$ cat config.mk
export PLATFORM = sky130hd
export DESIGN_NAME = round_state_buffer_flat
export DESIGN_NICKNAME = d
export VERILOG_FILES = /design/src/rtl/round_state_buffer_if.sv /design/src/rtl/round_state_buffer.sv /design/src/flat_wrapper.sv
export SDC_FILE = /design/constraint.sdc
export NUM_CORES = 2
export LEC_CHECK = 0
export CAP_MARGIN = 5
export CELL_PAD_IN_SITES_DETAIL_PLACEMENT = 1
export CELL_PAD_IN_SITES_GLOBAL_PLACEMENT = 2
export CORE_MARGIN = 5
export CORE_UTILIZATION = 48
export DETAILED_ROUTE_END_ITERATION = 6
export GPL_TIMING_DRIVEN = 0
export HOLD_SLACK_MARGIN = 0.12
export PLACE_DENSITY = 0.88
export SLEW_MARGIN = 20
export SYNTH_ARGS = -nofsm -noshare
export SYNTH_HDL_FRONTEND = slang
export SYNTH_SLANG_ARGS = --single-unit
$ cat constraint.sdc
create_clock -name clk -period 29.7 [get_ports clk]
set_input_delay 5.94 -clock clk [delete_from_list [all_inputs] [get_ports clk]]
set_output_delay 5.94 -clock clk [all_outputs]
set_load 0.005 [all_outputs]
$ cat src/rtl/round_state_buffer_if.sv
`default_nettype none
// ============================================================================
// Module      : round_state_buffer_if
// Description : Writer/reader bundle between the AES round datapath and the
//               round-state store.
// Revision    : 1.0 - initial release
// ============================================================================
interface round_state_buffer_if #(
  parameter int DATA_W = 128,
  parameter int ADDR_W = 4
);
  logic              start;
  logic              wr_en;
  logic [DATA_W-1:0] data_in;
  logic              rd_en;
  logic [ADDR_W-1:0] rd_addr;
  logic [DATA_W-1:0] rd_data;
  logic              rd_valid;
  logic [ADDR_W-1:0] wr_ptr;
  logic              busy;
  logic              done;
  logic [DATA_W-1:0] last_out;
  logic              err;

  modport master (
    output start, wr_en, data_in, rd_en, rd_addr,
    input  rd_data, rd_valid, wr_ptr, busy, done, last_out, err
  );

  modport slave (
    input  start, wr_en, data_in, rd_en, rd_addr,
    output rd_data, rd_valid, wr_ptr, busy, done, last_out, err
  );
endinterface
`default_nettype wire

$ cat src/rtl/round_state_buffer.sv
`default_nettype none
// ============================================================================
// Module      : round_state_buffer
// Description : NR+1 entry AES round-state store with valid tracking,
//               write-first registered reads and error pulses.
// Revision    : 1.0 - initial release
// ============================================================================
module round_state_buffer #(
  parameter int DATA_W = 128,
  parameter int NR     = 10,
  parameter int ADDR_W = 4
) (
  input  logic                clk,
  input  logic                rst,
  round_state_buffer_if.slave bus
);

  localparam int DEPTH = NR + 1;
  localparam int SPAN  = 1 << ADDR_W;
  localparam logic [ADDR_W-1:0] c_last = ADDR_W'(NR);
  localparam logic [ADDR_W-1:0] c_one  = ADDR_W'(1);

  typedef enum logic [1:0] {
    S_IDLE = 2'd0,
    S_FILL = 2'd1,
    S_DONE = 2'd2
  } state_t;

  state_t            r_state;
  state_t            w_state_nxt;
  logic [DATA_W-1:0] r_mem [DEPTH];
  logic [DEPTH-1:0]  r_valid;
  logic [ADDR_W-1:0] r_wr_ptr;
  logic [DATA_W-1:0] r_rd_data;
  logic              r_rd_valid;
  logic [DATA_W-1:0] r_last_out;
  logic              r_err;

  logic              w_wr_ok;
  logic              w_wr_err;
  logic              w_wr_last;
  logic              w_busy;
  logic              w_done;
  logic              w_rd_hit;
  logic [DATA_W-1:0] w_rd_word;
  logic [SPAN-1:0]   w_valid_span;

  // start always wins over a same-cycle wr_en, and the dropped write is silent
  assign w_wr_ok      = bus.wr_en & ~bus.start & (r_state == S_FILL);
  assign w_wr_err     = bus.wr_en & ~bus.start & (r_state != S_FILL);
  assign w_wr_last    = w_wr_ok & (r_wr_ptr == c_last);
  assign w_valid_span = SPAN'(r_valid);

  always_comb begin
    w_state_nxt = r_state;
    w_busy      = 1'b0;
    w_done      = 1'b0;
    case (r_state)
      S_IDLE: w_state_nxt = r_state;
      S_FILL: begin
        w_busy = 1'b1;
        if (w_wr_last) begin
          w_state_nxt = S_DONE;
        end
      end
      S_DONE:  w_done = 1'b1;
      default: w_state_nxt = S_IDLE;
    endcase
    if (bus.start) begin
      w_state_nxt = S_FILL;
    end
  end

  // Write-first bypass; a start invalidates every entry except the new entry 0
  always_comb begin
    w_rd_hit  = 1'b0;
    w_rd_word = '0;
    if (bus.start) begin
      if (bus.rd_addr == '0) begin
        w_rd_hit  = 1'b1;
        w_rd_word = bus.data_in;
      end
    end else if (w_wr_ok && (bus.rd_addr == r_wr_ptr)) begin
      w_rd_hit  = 1'b1;
      w_rd_word = bus.data_in;
    end else if ((bus.rd_addr <= c_last) && w_valid_span[bus.rd_addr]) begin
      w_rd_hit  = 1'b1;
      w_rd_word = r_mem[bus.rd_addr];
    end
  end

  always_ff @(posedge clk or posedge rst) begin
    if (rst) begin
      r_state    <= S_IDLE;
      r_valid    <= '0;
      r_wr_ptr   <= '0;
      r_rd_data  <= '0;
      r_rd_valid <= 1'b0;
      r_last_out <= '0;
      r_err      <= 1'b0;
    end else begin
      r_state <= w_state_nxt;
      r_err   <= w_wr_err | (bus.rd_en & ~w_rd_hit);
      if (bus.start) begin
        r_valid    <= DEPTH'(1);
        r_wr_ptr   <= c_one;
        r_last_out <= '0;
      end else if (w_wr_ok) begin
        r_valid[r_wr_ptr] <= 1'b1;
        r_wr_ptr          <= r_wr_ptr + c_one;
        if (w_wr_last) begin
          r_last_out <= bus.data_in;
        end
      end
      if (bus.rd_en) begin
        r_rd_valid <= w_rd_hit;
        r_rd_data  <= w_rd_hit ? w_rd_word : '0;
      end else begin
        r_rd_valid <= 1'b0;
      end
    end
  end

  // Storage is not reset; the valid map alone decides what is readable
  always_ff @(posedge clk) begin
    if (bus.start) begin
      r_mem[0] <= bus.data_in;
    end else if (w_wr_ok) begin
      r_mem[r_wr_ptr] <= bus.data_in;
    end
  end

  assign bus.rd_data  = r_rd_data;
  assign bus.rd_valid = r_rd_valid;
  assign bus.wr_ptr   = r_wr_ptr;
  assign bus.busy     = w_busy;
  assign bus.done     = w_done;
  assign bus.last_out = r_last_out;
  assign bus.err      = r_err;

endmodule
`default_nettype wire

$ cat src/flat_wrapper.sv
// flat-port wrapper written by rule: the top's interface ports become plain ports
module round_state_buffer_flat 
#(
  parameter int DATA_W = 128,
  parameter int NR     = 10,
  parameter int ADDR_W = 4
)
  (clk, rst, bus_start, bus_wr_en, bus_data_in, bus_rd_en, bus_rd_addr, bus_rd_data, bus_rd_valid, bus_wr_ptr, bus_busy, bus_done, bus_last_out, bus_err);
  round_state_buffer_if #(.DATA_W(DATA_W), .ADDR_W(ADDR_W)) bus_i ();
  input  logic clk;
  input  logic rst;
  input wire logic [$bits(bus_i.start)-1:0] bus_start;
  input wire logic [$bits(bus_i.wr_en)-1:0] bus_wr_en;
  input wire logic [$bits(bus_i.data_in)-1:0] bus_data_in;
  input wire logic [$bits(bus_i.rd_en)-1:0] bus_rd_en;
  input wire logic [$bits(bus_i.rd_addr)-1:0] bus_rd_addr;
  output wire logic [$bits(bus_i.rd_data)-1:0] bus_rd_data;
  output wire logic [$bits(bus_i.rd_valid)-1:0] bus_rd_valid;
  output wire logic [$bits(bus_i.wr_ptr)-1:0] bus_wr_ptr;
  output wire logic [$bits(bus_i.busy)-1:0] bus_busy;
  output wire logic [$bits(bus_i.done)-1:0] bus_done;
  output wire logic [$bits(bus_i.last_out)-1:0] bus_last_out;
  output wire logic [$bits(bus_i.err)-1:0] bus_err;
  assign bus_i.start = bus_start;
  assign bus_i.wr_en = bus_wr_en;
  assign bus_i.data_in = bus_data_in;
  assign bus_i.rd_en = bus_rd_en;
  assign bus_i.rd_addr = bus_rd_addr;
  assign bus_rd_data = bus_i.rd_data;
  assign bus_rd_valid = bus_i.rd_valid;
  assign bus_wr_ptr = bus_i.wr_ptr;
  assign bus_busy = bus_i.busy;
  assign bus_done = bus_i.done;
  assign bus_last_out = bus_i.last_out;
  assign bus_err = bus_i.err;
  round_state_buffer #(.DATA_W(DATA_W), .NR(NR), .ADDR_W(ADDR_W)) u_core (.clk(clk), .rst(rst), .bus(bus_i));
endmodule
==> out/summary.txt <==
Post-CTS Setup Inserts -> 0
CP Data Required Time -> 30.41 ns
Row cnt -> 135
Vias in the first global route -> 43600
First DRT Iteration DRCs -> 4464
DR vias/cell -> 6.21
WHS Path Cells -> 1
Clock Skew -> 0.0446 ns
Synth Warn # -> 0
Critical path depth -> 7
P per Cell Area -> 64.6 nW/µm²
Avg Inst Size Synth -> 16.7 µm²
FF-to-FF path depth -> 8
# hold bufs at CTS -> 0
# port buffers -> 396
Total CTS buffers -> 171
Worst-Margin Slew -> 1.22 ns
CTS H-tree depth -> 4
HPWL reported at the end of detailed placement -> 145000 µm
Gr usage total -> 0.295
Max-cap viol count -> 0
Placer Congestion -> 0.805
Static Leak -> 28.8 nW
Worst path top cell family by delay -> buffers and inverters
Worst Path Buf+Inv -> 4
Setup CP Type -> input port to flop
Post-synth EDFFs -> 1408
Routed WL per cell -> 32.9 µm
Design Power -> 0.00513 W
CP arrival -> 9.34 ns
Max Clock Freq -> 0.116 GHz
Run status -> completed
Worst Hold End -> u_core.r_valid[0]
Kind of end point of the critical path -> flop
Clk_lat worst skew -> 0.84 ns
Crit-path cells -> clkdlybuf4s50_1 > buf_2 > nor3b_2 > clkbuf_2 > clkbuf_1 > a221oi_1 > a21o_1
Chip width -> 379 µm
Hold Path Origin -> u_core.r_valid[0]
Post-Layout Cell Count -> 6557
Initial antenna violation count -> 31
Setup violations, final -> 0
CP max stage delay -> 0.72 ns
Flop2flop setup slack -> 26.39 ns
Post-Synthesis Cells -> 3927
Share of cells above drive strength 1 -> 0.134
Fin. max-slew vios -> 0
Initial Util -> 0.483
Largest net degree at the start of global routing -> 81
Final Hold Fails -> 0
Sequential share of the synthesized area -> 0.751
Max VDD drop -> 0.0614 mV
Setup TNS -> 0 ns
Yosys reg bits -> 1683
Slew Limit Headroom -> 0.187
Async S/R FF share, synth -> 0.163
Ports -> 401
CTS tree -> built
Core ar. -> 135000 µm²
DP Cell Count -> 6221
GRT overflow -> 0
Post-synth cell types -> 52
# DRC -> 0
Final Critical Period -> 8.64 ns
Cells resized by post-CTS repair -> 0
DIE HEIGHT -> 379 µm
Syn_nets -> 4068
First-pass GRT wire length -> 307000 µm
RSZ-0062 raised after global routing -> no
Area of the die -> 144000 µm²
CTS sink cnt -> 1683
FF-to-FF Start -> u_core.bus.wr_ptr[3]
Startpoint types -> input port
Reg-to-Reg End -> u_core.bus.rd_data[17]
Vias -> 40700
Clk buf depth -> 3
Detailed Routing Iterations Pass 1 -> 6
Crit Path Max Fanout -> 10
Clk slew on worst S/H paths -> 0.06 ns
Final net count -> 4754
Root Buffer Master -> clkbuf_16
Post-Route WL -> 215000 µm
Remaining antenna violation count -> 0
Slowest library cell on the worst path -> nor3b_2
Synth-to-Final Area Change -> 21.3%
Worst min path class -> flop to flop
Most used DFF post-synth -> edfxtp_1
Synthesized area -> 65400 µm²
Period utilization -> 0.291
## flip-flops by register name, summed over array words and instances (netlist names)
signal,flops
u_core.r_state,2
u_core.bus.last_out,128
u_core.r_valid,11
u_core.r_mem,1408
u_core.bus.rd_valid,1
u_core.bus.err,1
u_core.bus.rd_data,128
u_core.bus.wr_ptr,4
## layout make-up
type	instances	area [µm²]
Inverter	7	33.8
Clock buffer	254	4930
Clock inverter	68	686
Antenna cell	14	35.0
Timing Repair Buffer	513	5950
Multi-Input combinational cell	1962	15000
Fill cell	12300	56100
Buffer	275	1350
Tap cell	1781	2230
Sequential cell	1683	49200
## cell families (layout without fill, tap and decap cells)
group	Yosys count	after routing	share of synthesized area
compound gates	883	883	0.0972
xor+xnor	7	7	0.000937
buf+inv	282	1117	0.0208
simple gates	488	488	0.0374
fa+ha+maj	4	4	0.000765
mux	580	580	0.0915
other cells	0	14	0
flops	1683	1683	0.751
## Yosys cell counts, drive strengths merged (71+ instances only)
master  count  area (µm²)
edfxtp   1408       42300
mux2i     446        4460
dfrtp     275        6880
nand2     206         773
o21ai     198         991
clkbuf    151         576
mux2      133        1500
nand2b    132         826
o22ai     131         820
a22o      127        1110
buf       124         762
a221oi    123        1080
a21oi      71         355
## worst register-to-register path, stage by stage (launching register included)
cell and delay (ns):
dfrtp_1 0.35, clkbuf_1 0.48, xnor2_1 0.23, nand3_1 0.11
o22ai_1 0.19, buf_2 0.64, clkbuf_1 0.85, and2_1 0.26
a221o_1 0.12
## layer usage
metal  wire length [µm]  up-vias  track usage
met5                 93        -      0.00137
met1              82600    21300        0.376
met3              19800      447       0.0797
met2             105000     2072        0.487
li1                   -    16900            -
met4               8360       14        0.111
## worst max path at each step
stage / start / to / slack, ns
6_report: bus_rd_addr[0] / u_core.bus.rd_data[48] / 21.06
5_1_grt: bus_rd_addr[0] / u_core.bus.rd_data[48] / 21.06
3_5_place_dp: bus_rd_addr[0] / u_core.bus.rd_data[48] / 20.27
3_3_place_gp: bus_start / u_core.r_mem[3][105] / 3.58
2_1_floorplan: bus_start / u_core.r_mem[4][0] / 13.39
4_1_cts: bus_rd_addr[0] / u_core.bus.rd_data[48] / 21.15
## metrics by stage
| step | hold WS (ns) | setup slack (ns) | util | area (µm²) |
|---|---|---|---|---|
| floorplan | 0.441 | 13.39 | - | 65400 |
| CTS | 0.486 | 21.15 | 0.585 | 79300 |
| global route | 0.510 | 21.06 | 0.586 | 79300 |
| detailed placement | 0.465 | 20.27 | 0.544 | 73700 |
| finish | 0.496 | 21.06 | 0.586 | 79300 |
| global placement | 0.456 | 3.58 | 0.529 | 71600 |
## where the power goes
part           switching, W  internal (W)
sequential        0.0000193       0.00261
clock              0.000934       0.00123
combinational      0.000211      0.000119
total               0.00116       0.00396
## cells in the final DEF, fill, tap and decap left out, types with 8 or more instances in the layout
| master | n |
|---|---|
| nor3_1 | 33 |
| buf_1 | 16 |
| dfrtp_1 | 275 |
| a221oi_1 | 123 |
| nand2b_1 | 132 |
| clkbuf_2 | 13 |
| clkinv_2 | 24 |
| clkbuf_8 | 23 |
| nand2_1 | 206 |
| bufinv_16 | 9 |
| clkbuf_1 | 193 |
| clkinv_1 | 20 |
| a2bb2oi_1 | 61 |
| a22o_1 | 127 |
| clkbuf_16 | 176 |
| a211oi_1 | 33 |
| buf_2 | 75 |
| o21ai_0 | 190 |
| a221o_1 | 66 |
| o22ai_1 | 131 |
| mux2_2 | 133 |
| buf_12 | 16 |
| nor2_1 | 18 |
| and2_1 | 67 |
| clkdlybuf4s50_1 | 396 |
| a21oi_1 | 71 |
| diode_2 | 14 |
| buf_6 | 36 |
| buf_4 | 54 |
| mux2i_1 | 446 |
| edfxtp_1 | 1408 |
| buf_16 | 42 |
| a21o_1 | 63 |
| o21ai_1 | 8 |
No activity file was read; power rests on OpenSTA's default activity.
